## config.mk

```make
export PLATFORM = sky130hd
export DESIGN_NAME = mult_add_acc_pipe
export DESIGN_NICKNAME = d
export VERILOG_FILES = /design/src/rtl/mult_add_acc_pipe_pkg.sv /design/src/rtl/mult_add_acc_pipe_adder_tree.sv /design/src/rtl/mult_add_acc_pipe.sv
export SDC_FILE = /design/constraint.sdc
export NUM_CORES = 2
export LEC_CHECK = 0
export ABC_AREA = 1
export CAP_MARGIN = 20
export CORE_ASPECT_RATIO = 0.75
export CORE_UTILIZATION = 65
export CTS_BUF_LIST = sky130_fd_sc_hd__clkbuf_16
export CTS_CLUSTER_SIZE = 25
export DETAILED_ROUTE_END_ITERATION = 16
export MAX_ROUTING_LAYER = met4
export PLACE_DENSITY = 0.83
export SLEW_MARGIN = 15
export SYNTH_ARGS = -nofsm -noshare
export SYNTH_HDL_FRONTEND = slang
export SYNTH_HIERARCHICAL = 1
export SYNTH_SLANG_ARGS = --single-unit
```

## constraint.sdc

```tcl
create_clock -name clk -period 16 [get_ports clk]
set_input_delay 3.2 -clock clk [delete_from_list [all_inputs] [get_ports clk]]
set_output_delay 3.2 -clock clk [all_outputs]
set_load 0.02 [all_outputs]
```

## src/rtl/mult_add_acc_pipe_pkg.sv

```systemverilog
// Shared widths, saturation limits and side-tag layout for the multiply-add pipeline.
// Latency: n/a (package only).
// Backpressure: n/a (package only).
package mult_add_acc_pipe_pkg;

  // Wide enough to hold any accumulator limit this block can be configured for.
  localparam int LIMIT_W = 128;
  localparam logic signed [LIMIT_W-1:0] LIMIT_ONE = 1;

  // Side tags that travel with each sample through every stage.
  typedef struct packed {
    logic acc_en;
    logic acc_load;
  } tag_t;

  function automatic int clog2(input int n);
    int r;
    r = 0;
    while ((1 << r) < n) r++;
    return r;
  endfunction

  function automatic int prod_w(input int dw, input int cw);
    return dw + cw;
  endfunction

  function automatic int sum_w(input int dw, input int cw, input int n_ch);
    return dw + cw + clog2(n_ch);
  endfunction

  function automatic logic signed [LIMIT_W-1:0] sat_max(input int acc_w);
    return (LIMIT_ONE <<< (acc_w - 1)) - LIMIT_ONE;
  endfunction

  function automatic logic signed [LIMIT_W-1:0] sat_min(input int acc_w);
    return -(LIMIT_ONE <<< (acc_w - 1));
  endfunction

endpackage

```

## src/rtl/mult_add_acc_pipe_adder_tree.sv

```systemverilog
// Registered pairwise reduction of N_OP signed operands, carrying a valid bit and side tag.
// Latency: clog2(N_OP) cycles, one register level per tree level.
// Backpressure: none; clken low freezes every level, tags and valid included.
//
// Ports: in_vld/in_tag/in_dat (N_OP packed operands, op k at [k*IN_W +: IN_W]),
//        out_vld/out_tag/out_dat (signed sum, IN_W+clog2(N_OP) bits).
module adder_tree_pipe
  import mult_add_acc_pipe_pkg::*;
#(
  parameter int N_OP  = 4,
  parameter int IN_W  = 36,
  parameter int TAG_W = 2,
  localparam int LVLS  = clog2(N_OP),
  localparam int OUT_W = IN_W + LVLS
) (
  input  logic                    clk,
  input  logic                    aclr_n,
  input  logic                    clken,
  input  logic                    in_vld,
  input  logic [TAG_W-1:0]        in_tag,
  input  logic [N_OP*IN_W-1:0]    in_dat,
  output logic                    out_vld,
  output logic [TAG_W-1:0]        out_tag,
  output logic signed [OUT_W-1:0] out_dat
);

  // Number of live operands at a given level (ceil(N_OP / 2^lvl)).
  function automatic int cnt_at(input int lvl);
    return (N_OP + (1 << lvl) - 1) >> lvl;
  endfunction

  for (genvar l = 0; l <= LVLS; l++) begin : g_lvl
    localparam int W   = IN_W + l;
    localparam int CNT = cnt_at(l);

    logic signed [W-1:0] dat [CNT];
    logic                vld;
    logic [TAG_W-1:0]    tag;

    if (l == 0) begin : g_in
      for (genvar i = 0; i < CNT; i++) begin : g_op
        assign dat[i] = in_dat[i*IN_W +: IN_W];
      end
      assign vld = in_vld;
      assign tag = in_tag;
    end else begin : g_reg
      localparam int PCNT = cnt_at(l - 1);

      always_ff @(posedge clk or negedge aclr_n) begin
        if (!aclr_n) begin
          vld <= 1'b0;
          tag <= '0;
        end else if (clken) begin
          vld <= g_lvl[l-1].vld;
          tag <= g_lvl[l-1].tag;
        end
      end

      for (genvar i = 0; i < CNT; i++) begin : g_node
        if (2*i + 1 < PCNT) begin : g_add
          always_ff @(posedge clk or negedge aclr_n) begin
            if (!aclr_n) dat[i] <= '0;
            else if (clken)
              dat[i] <= {g_lvl[l-1].dat[2*i][W-2], g_lvl[l-1].dat[2*i]} +
                        {g_lvl[l-1].dat[2*i+1][W-2], g_lvl[l-1].dat[2*i+1]};
          end
        end else begin : g_pass
          // Odd operand out: carry it up one level, sign-extended.
          always_ff @(posedge clk or negedge aclr_n) begin
            if (!aclr_n) dat[i] <= '0;
            else if (clken) dat[i] <= {g_lvl[l-1].dat[2*i][W-2], g_lvl[l-1].dat[2*i]};
          end
        end
      end
    end
  end

  assign out_dat = g_lvl[LVLS].dat[0];
  assign out_vld = g_lvl[LVLS].vld;
  assign out_tag = g_lvl[LVLS].tag;

endmodule

```

## src/rtl/mult_add_acc_pipe.sv

```systemverilog
// N-channel signed multiply-add with runtime coefficient file and saturating accumulator.
// Latency: 3 + clog2(N_CH) cycles from accepted in_valid to out_valid (5 for N_CH=4).
// Backpressure: none; clken low freezes all stages and outputs (out_valid holds).
//
// Ports: din (packed samples, ch k at [k*DW +: DW]) with in_valid/acc_en/acc_load;
//        coef_wr/coef_idx/coef_data load the coefficient file (ignores clken);
//        out_valid/result/ovf carry the sum or accumulator and the sticky overflow flag.
module mult_add_acc_pipe
  import mult_add_acc_pipe_pkg::*;
#(
  parameter int N_CH  = 4,
  parameter int DW    = 18,
  parameter int CW    = 18,
  parameter int ACC_W = 44,
  localparam int IDX_W = clog2(N_CH)
) (
  input  logic                    clk,
  input  logic                    aclr_n,
  input  logic                    clken,
  input  logic                    in_valid,
  input  logic [N_CH*DW-1:0]      din,
  input  logic                    acc_en,
  input  logic                    acc_load,
  input  logic                    coef_wr,
  input  logic [IDX_W-1:0]        coef_idx,
  input  logic signed [CW-1:0]    coef_data,
  output logic                    out_valid,
  output logic signed [ACC_W-1:0] result,
  output logic                    ovf
);

  localparam int PROD_W = prod_w(DW, CW);
  localparam int SUM_W  = sum_w(DW, CW, N_CH);
  localparam logic signed [ACC_W-1:0] SAT_MAX = ACC_W'(sat_max(ACC_W));
  localparam logic signed [ACC_W-1:0] SAT_MIN = ACC_W'(sat_min(ACC_W));

  // Coefficient file
  logic signed [CW-1:0] coef_q [N_CH];

  always_ff @(posedge clk or negedge aclr_n) begin
    if (!aclr_n) begin
      for (int k = 0; k < N_CH; k++) coef_q[k] <= '0;
    end else if (coef_wr && ({1'b0, coef_idx} < (IDX_W+1)'(N_CH))) begin
      coef_q[coef_idx] <= coef_data;
    end
  end

  // S0: sample, tags and a coefficient snapshot, so later writes cannot
  // disturb a sample already in flight.
  logic signed [DW-1:0] s0_din  [N_CH];
  logic signed [CW-1:0] s0_coef [N_CH];
  logic                 s0_vld;
  tag_t                 s0_tag;

  always_ff @(posedge clk or negedge aclr_n) begin
    if (!aclr_n) begin
      s0_vld <= 1'b0;
      s0_tag <= '0;
      for (int k = 0; k < N_CH; k++) begin
        s0_din[k]  <= '0;
        s0_coef[k] <= '0;
      end
    end else if (clken) begin
      s0_vld <= in_valid;
      s0_tag <= '{acc_en: acc_en, acc_load: acc_load};
      for (int k = 0; k < N_CH; k++) begin
        s0_din[k]  <= din[k*DW +: DW];
        s0_coef[k] <= coef_q[k];
      end
    end
  end

  // S1: full-precision signed products
  logic signed [PROD_W-1:0] s1_prod [N_CH];
  logic                     s1_vld;
  tag_t                     s1_tag;
  logic [N_CH*PROD_W-1:0]   s1_flat;

  always_ff @(posedge clk or negedge aclr_n) begin
    if (!aclr_n) begin
      s1_vld <= 1'b0;
      s1_tag <= '0;
      for (int k = 0; k < N_CH; k++) s1_prod[k] <= '0;
    end else if (clken) begin
      s1_vld <= s0_vld;
      s1_tag <= s0_tag;
      for (int k = 0; k < N_CH; k++)
        s1_prod[k] <= PROD_W'(s0_din[k]) * PROD_W'(s0_coef[k]);
    end
  end

  for (genvar k = 0; k < N_CH; k++) begin : g_flat
    assign s1_flat[k*PROD_W +: PROD_W] = s1_prod[k];
  end

  // Adder tree
  logic                    t_vld;
  tag_t                    t_tag;
  logic signed [SUM_W-1:0] t_sum;

  adder_tree_pipe #(
    .N_OP  (N_CH),
    .IN_W  (PROD_W),
    .TAG_W ($bits(tag_t))
  ) u_tree (
    .clk     (clk),
    .aclr_n  (aclr_n),
    .clken   (clken),
    .in_vld  (s1_vld),
    .in_tag  (s1_tag),
    .in_dat  (s1_flat),
    .out_vld (t_vld),
    .out_tag (t_tag),
    .out_dat (t_sum)
  );

  // Output / accumulator stage. One extra bit on the add exposes overflow as
  // a disagreement between the two top bits.
  logic signed [ACC_W-1:0] sum_ext;
  logic signed [ACC_W:0]   acc_nxt;
  logic                    pos_ovf;
  logic                    neg_ovf;

  assign sum_ext = ACC_W'(t_sum);
  assign acc_nxt = (ACC_W+1)'(result) + (ACC_W+1)'(sum_ext);
  assign pos_ovf = !acc_nxt[ACC_W] &&  acc_nxt[ACC_W-1];
  assign neg_ovf =  acc_nxt[ACC_W] && !acc_nxt[ACC_W-1];

  always_ff @(posedge clk or negedge aclr_n) begin
    if (!aclr_n) begin
      out_valid <= 1'b0;
      result    <= '0;
      ovf       <= 1'b0;
    end else if (clken) begin
      out_valid <= t_vld;
      if (t_vld) begin
        if (t_tag.acc_en && !t_tag.acc_load) begin
          if (pos_ovf) begin
            result <= SAT_MAX;
            ovf    <= 1'b1;
          end else if (neg_ovf) begin
            result <= SAT_MIN;
            ovf    <= 1'b1;
          end else begin
            result <= acc_nxt[ACC_W-1:0];
          end
        end else begin
          result <= sum_ext;
          ovf    <= 1'b0;
        end
      end
    end
  end

endmodule

```

== Yosys cells after proc, flatten, opt, wreduce, memory -nomap -nowiden ==
Index checks and enable logic that the tools add are counted.

* $add $sub $neg: 4
* $mul: 4
* Order comparisons: 2
* Eq/ne operators: 1
* Mux-type cells: 9
* Bitwise gates (word level): 1
* Reductions and logical operators: 9

{| class="wikitable"
|+ Operator list
! operator !! count
|-
| multiplier 18 x 18 -> 36 bit || 4
|-
| 2-to-1 mux 44 bit || 3
|-
| adder 36 x 36 -> 37 bit || 2
|-
| bitwise mux 72 bit || 1
|-
| adder 44 x 38 -> 45 bit || 1
|-
| adder 37 x 37 -> 38 bit || 1
|-
| demux 18 bit (select 2 bit) || 1
|-
| 2-to-1 mux 18 bit || 1
|-
| logical AND 1 bit || 4
|-
| greater-or-equal comparator 3 bit (second input constant) || 1
|-
| logical NOT 1 bit || 3
|-
| < comparator 3 x 1 -> 1 bit (second input constant) || 1
|-
| 2-to-1 mux 1 bit || 3
|-
| != test 3 bit (second input constant) || 1
|-
| inverter 2 -> 3 bit || 1
|-
| AND reduction 3 bit || 1
|-
| AND reduction 2 bit || 1
|}

* Flip-flop bits (word level): 530
* Word-level logic and storage cells: 62

== Longest topological paths before layout ==
* Depth after elaboration: 6
* Gate-level depth with buffers: 30
* Gate-level depth less buffers: 28

== Hierarchy ==
The synthesis kept the hierarchy.

{| class="wikitable"
|+ Modules (own cells, without submodules)
! module !! instances !! cells each !! area each (um2)
|-
| mult_add_acc_pipe || 1 || 9,012 || 70,015.9
|-
| adder_tree_pipe || 1 || 1,912 || 11,848.9
|}

== Least setup slack after synthesis ==
OpenSTA, ideal clock, no wires.

* Path type: register to register
* Start point: register s0_coef[22] in the netlist's numbering
* End point: register s1_prod (netlist bit s1_flat[102])
* Data arrival time: 5.722 ns
* Required time: 15.882 ns
* Setup slack: 10.160 ns
* Stages on the path, launching flop included: 23
* Cell sequence: dfrtp_1 > clkbuf_1 > buf_1 > nand2_1 > fa_1 > inv_1 > fa_1 > fa_1 > fa_1 > fa_1 > inv_1 > fa_1 > inv_1 > ha_1 > a21o_1 > a21oi_1 > o21a_1 > nand3_1 > nand2_1 > nand2_1 > or2_1 > nand3_1 > nand2_1

* Cells in the longest elaborated chain, start to end: 1

{| class="wikitable"
|+ Ends and longest elaborated chain
! what !! line !! text
|-
| start, declared || mult_add_acc_pipe.sv:51 || <nowiki>logic signed [CW-1:0] s0_coef [N_CH];</nowiki>
|-
| start signal, assigned by index || mult_add_acc_pipe.sv:68 || <nowiki>s0_coef[k] <= coef_q[k];</nowiki>
|-
| multiplier 18 x 18 -> 36 bit || mult_add_acc_pipe.sv:88 || <nowiki>s1_prod[k] <= PROD_W'(s0_din[k]) * PROD_W'(s0_coef[k]);</nowiki>
|-
| end signal, assigned by index || mult_add_acc_pipe.sv:88 ||
|-
| end, declared || mult_add_acc_pipe.sv:74 || <nowiki>logic signed [PROD_W-1:0] s1_prod [N_CH];</nowiki>
|}

No other way between the ends.
A chain may end at the register's enable or synchronous reset.

== Worst setup path after layout ==
* Start point: register s0_coef[36] in the netlist's numbering
* End point: register s1_prod (netlist bit s1_flat[66])

Same word-level chain as after synthesis.

==> reports/qor.txt <==
STATUS
-----------------------------------------------------------------------------------------
Run status                                                                   finished, final reports clean

SYNTHESIS
-----------------------------------------------------------------------------------------
Number of enable flip-flop cells after synthesis                                        0
Sequential fraction of the synthesis area                                           0.162
Proportion of register bits with asynchronous set or reset after synthesis           1.00
Synthesized flop and latch total                                                      530
Syn. warnings                                                                           6
Distinct cell type count after synthesis                                               50
Combined area of all synthesized cells                                        81900 sq um
Average instance area after synthesis                                          7.49 sq um
Primary flip-flop cell chosen by synthesis mapping                           sky130_fd_sc_hd__dfrtp_1
Synth Net Count                                                                     12870
Post-Syn Instances                                                                  10924

STA
-----------------------------------------------------------------------------------------
Worst hold margin                                                                  460 ps
FMAX                                                                              142 MHz
Setup_tns                                                                            0 ps
Shortest clock period the worst path allows after layout                          7020 ps
Transition time at the pin with the least slew margin                             1030 ps
RSZ-0062 raised after global routing                                                   no
Setup violators final                                                                   0
Worst max-slew margin expressed relative to the limit                               0.314
Period utilisation layout                                                           0.439
Final setup skew                                                                  36.0 ps
Final hold violations                                                                   0
Max-slew violations                                                                     0

GRT
-----------------------------------------------------------------------------------------
Global router's overall resource usage                                              0.397
Number of global-route vias before repair                                           69510
Number of antenna violations at the first check in global routing                       8
Global-route wire length before repair                                             380 mm
Total gr overflow                                                                       0
Pin count of the biggest net entering global routing                                  210

LAYOUT
-----------------------------------------------------------------------------------------
Layout cell share with drive strength beyond 1                                     0.0279
Most frequent cells in the layout                                            3395 x sky130_fd_sc_hd__nand2_1, 2713 x sky130_fd_sc_hd__inv_1, 1320 x sky130_fd_sc_hd__fa_1, 530 x sky130_fd_sc_hd__dfrtp_1, 527 x sky130_fd_sc_hd__ha_1
Combined area of the multi-input logic cells                                  56800 sq um
Area growth from synthesis to layout                                                5.67%
Footprint of the flip-flops and latches                                       13300 sq um
Nets@finish                                                                         12711
Number of filler instances in the final layout                                      10245
Most common cell after layout, fill and taps aside                           sky130_fd_sc_hd__nand2_1

CRITICAL PATH
-----------------------------------------------------------------------------------------
WP data required                                                                 16600 ps
Most common cell type on the critical path                                   sky130_fd_sc_hd__inv_1
Sequence of cells on the critical path                                       nand2_1 -> inv_1 -> fa_1 -> inv_1 -> fa_1 -> inv_1 -> ha_1 -> inv_1 -> fa_1 -> inv_1 -> fa_1 -> inv_1 -> fa_1 -> inv_1 -> ha_1 -> nand2_1 -> nor4_2 -> nand3_1 -> nand3_1 -> nand2_1 -> nand2_1 -> nand2_1 -> a31oi_1
CP endpoint kind                                                                flip-flop
Arrival time worst endpoint                                                       7620 ps
Startpoint type of the worst setup path                                         flip-flop
Crit path largest cell delay                                                       830 ps
Start-to-end type of the worst setup path                                    flip-flop to flip-flop
Critical path's slowest cell                                                 sky130_fd_sc_hd__dfrtp_1
Worst-path maximum fanout                                                              18

DIE
-----------------------------------------------------------------------------------------
Die height                                                                         309 um
CORE AREA                                                                    125000 sq um
Horizontal extent of the die                                                       412 um
Initial Utilization                                                                 0.656
Top-level I/O count                                                                   145
Number of standard-cell rows in the floorplan                                         112
Die Outline Area                                                             127000 sq um

ROUTE
-----------------------------------------------------------------------------------------
Post-route DRC violation count                                                          0
Final antenna-violating net count                                                       0
Final routed wirelength across all metal layers                                    237 mm
Total via count in the routed design                                                68476
Average wire per cell in the routed design                                        19.0 um
Drt first pass iters                                                                    6
Number of DRC markers in iteration 0                                                 6789
Average vias per placed instance                                                     5.48

CLOCKING
-----------------------------------------------------------------------------------------
Number of resized instances in the post-cts repair step                                 0
Worst-skew pair later-pin latency                                                  710 ps
Number of buffers added by the clock tree synthesis step                               67
Clock slew at the register clock pins of the worst setup and hold paths             60 ps
Number of buffers on the longest clock path                                             3
Total clock sinks                                                                     530
Hold bufs inserted after CTS                                                            0
CTS tree                                                                              yes
Post-CTS setup buffer count                                                             0
Number of H-tree levels                                                                 3
Buffer cell driving the clock tree root                                      sky130_fd_sc_hd__clkbuf_16

PLACE
-----------------------------------------------------------------------------------------
Number of I/O port buffers                                                            144
Placer Congestion                                                                    1.01
Post-DP HPWL                                                                       194 mm

RUN
-----------------------------------------------------------------------------------------
Max-cap viol count                                                                      0

WORST HOLD PATH
-----------------------------------------------------------------------------------------
Class of the worst hold path                                                 flip-flop to flip-flop

## registers in the layout (all words and copies together) (netlist names)
register and count:
u_tree/out_tag 2, s1_flat 144, s1_vld 1, s0_coef 72, u_tree/g_lvl.vld 1, s0_tag 2, s0_vld 1, u_tree/g_lvl.tag 2
out_valid 1, u_tree/g_lvl.dat 74, s1_tag 2, ovf 1, u_tree/out_dat 38, result 44, s0_din 72, coef_q 72
u_tree/out_vld 1
## cells by family after synthesis
kind of cell               Yosys count  share of synthesized area
buffers and inverters             3126                      0.144
DFF                                530                      0.162
adders and majority gates         1847                      0.403
xor gates and xnor gates           142                     0.0152
AOI/OAI and AO/OA                  850                     0.0578
and+or+nand+nor                   4429                      0.218
## synthesized netlist by cell type (5+ instances only)
library cell	instances	area, sq um
sky130_fd_sc_hd__inv_1	2704	10100
sky130_fd_sc_hd__nand2_2	39	244
sky130_fd_sc_hd__o21ai_0	332	1660
sky130_fd_sc_hd__nand4_1	30	188
sky130_fd_sc_hd__or2_1	21	131
sky130_fd_sc_hd__inv_2	12	45.0
sky130_fd_sc_hd__clkbuf_1	349	1310
sky130_fd_sc_hd__a21boi_0	12	90.1
sky130_fd_sc_hd__o21bai_1	46	345
sky130_fd_sc_hd__ha_1	527	6590
sky130_fd_sc_hd__nand3b_1	44	330
sky130_fd_sc_hd__xor2_1	45	394
sky130_fd_sc_hd__fa_1	1320	26400
sky130_fd_sc_hd__dfrtp_1	530	13300
sky130_fd_sc_hd__nor2_2	24	150
sky130_fd_sc_hd__a21oi_1	300	1500
sky130_fd_sc_hd__xnor2_1	97	850
sky130_fd_sc_hd__a31o_2	5	43.8
sky130_fd_sc_hd__nand2_1	3396	12700
sky130_fd_sc_hd__nand3_1	289	1450
sky130_fd_sc_hd__o21ai_1	36	180
sky130_fd_sc_hd__o21a_1	19	143
sky130_fd_sc_hd__or2_2	16	100
sky130_fd_sc_hd__a31oi_1	33	206
sky130_fd_sc_hd__nor2_4	9	101
sky130_fd_sc_hd__buf_1	42	158
sky130_fd_sc_hd__nor2_1	456	1710
sky130_fd_sc_hd__nor3_1	65	325
sky130_fd_sc_hd__nand3_2	24	240
sky130_fd_sc_hd__a21o_1	31	233
sky130_fd_sc_hd__buf_2	13	65.1
sky130_fd_sc_hd__o21ai_2	5	43.8
sky130_fd_sc_hd__o21bai_2	6	67.6
sky130_fd_sc_hd__a21oi_2	12	105
## critical path: cells and delay by family (launching register included)
kind | cells | cell delay (ps)
flip-flops | 1 | 830
AO/OA/AOI/OAI | 1 | 120
AND/OR/NAND/NOR | 8 | 1720
buffers and inverters | 7 | 950
adder cells (fa/ha/maj) | 7 | 3310
## path summary, 6_finish.rpt
path	slack, ps	endpoint	start	cells past startpoint
worst max-delay path	8980	s1_flat[66]$_DFFE_PN0P_	s0_coef[36]$_DFFE_PN0P_	23
worst min-delay path	460	s1_tag[0]$_DFFE_PN0P_	s0_tag[0]$_DFFE_PN0P_	2
worst max register to register	8980	s1_flat[66]$_DFFE_PN0P_	s0_coef[36]$_DFFE_PN0P_	23
worst min register to register	460	s1_tag[0]$_DFFE_PN0P_	s0_tag[0]$_DFFE_PN0P_	2
max in group asynchronous	10690	s0_din[44]$_DFFE_PN0P_	aclr_n	4
min in group asynchronous	2440	s0_coef[21]$_DFFE_PN0P_	aclr_n	1
## cell type report
cell class                 instances  area share
antenna                           14    0.000405
clock buffer                      68      0.0197
clock inverter                    54     0.00728
inverter                        2720       0.118
multi-input combinational       7268       0.657
sequential                       530       0.153
tap                             1653      0.0239
timing repair buffer             178      0.0201
## metal layers
layer,GRT usage,vias up,routed length [um]
met5,-,-,0
met4,0.118,0,7540
met3,0.0858,432,23200
met2,0.572,3168,102000
met1,0.563,33334,104000
li1,-,31542,-
## metrics by stage
| step | utilization | setup slack (ps) | instance area (sq um) | cells |
|---|---|---|---|---|
| after floorplan | - | 10160 | 81900 | 10924 |
| after global placement | 0.674 | 9200 | 84100 | 12348 |
| after detailed placement | 0.675 | 9150 | 84100 | 12349 |
| after CTS | 0.693 | 9110 | 86500 | 12471 |
| after global routing | 0.694 | 8610 | 86500 | 12484 |
| final | 0.694 | 8980 | 86500 | 12485 |
Power is left out: the tool's default activity adds up to more than one toggle a clock period on the data nets, which glitch-free logic cannot reach.
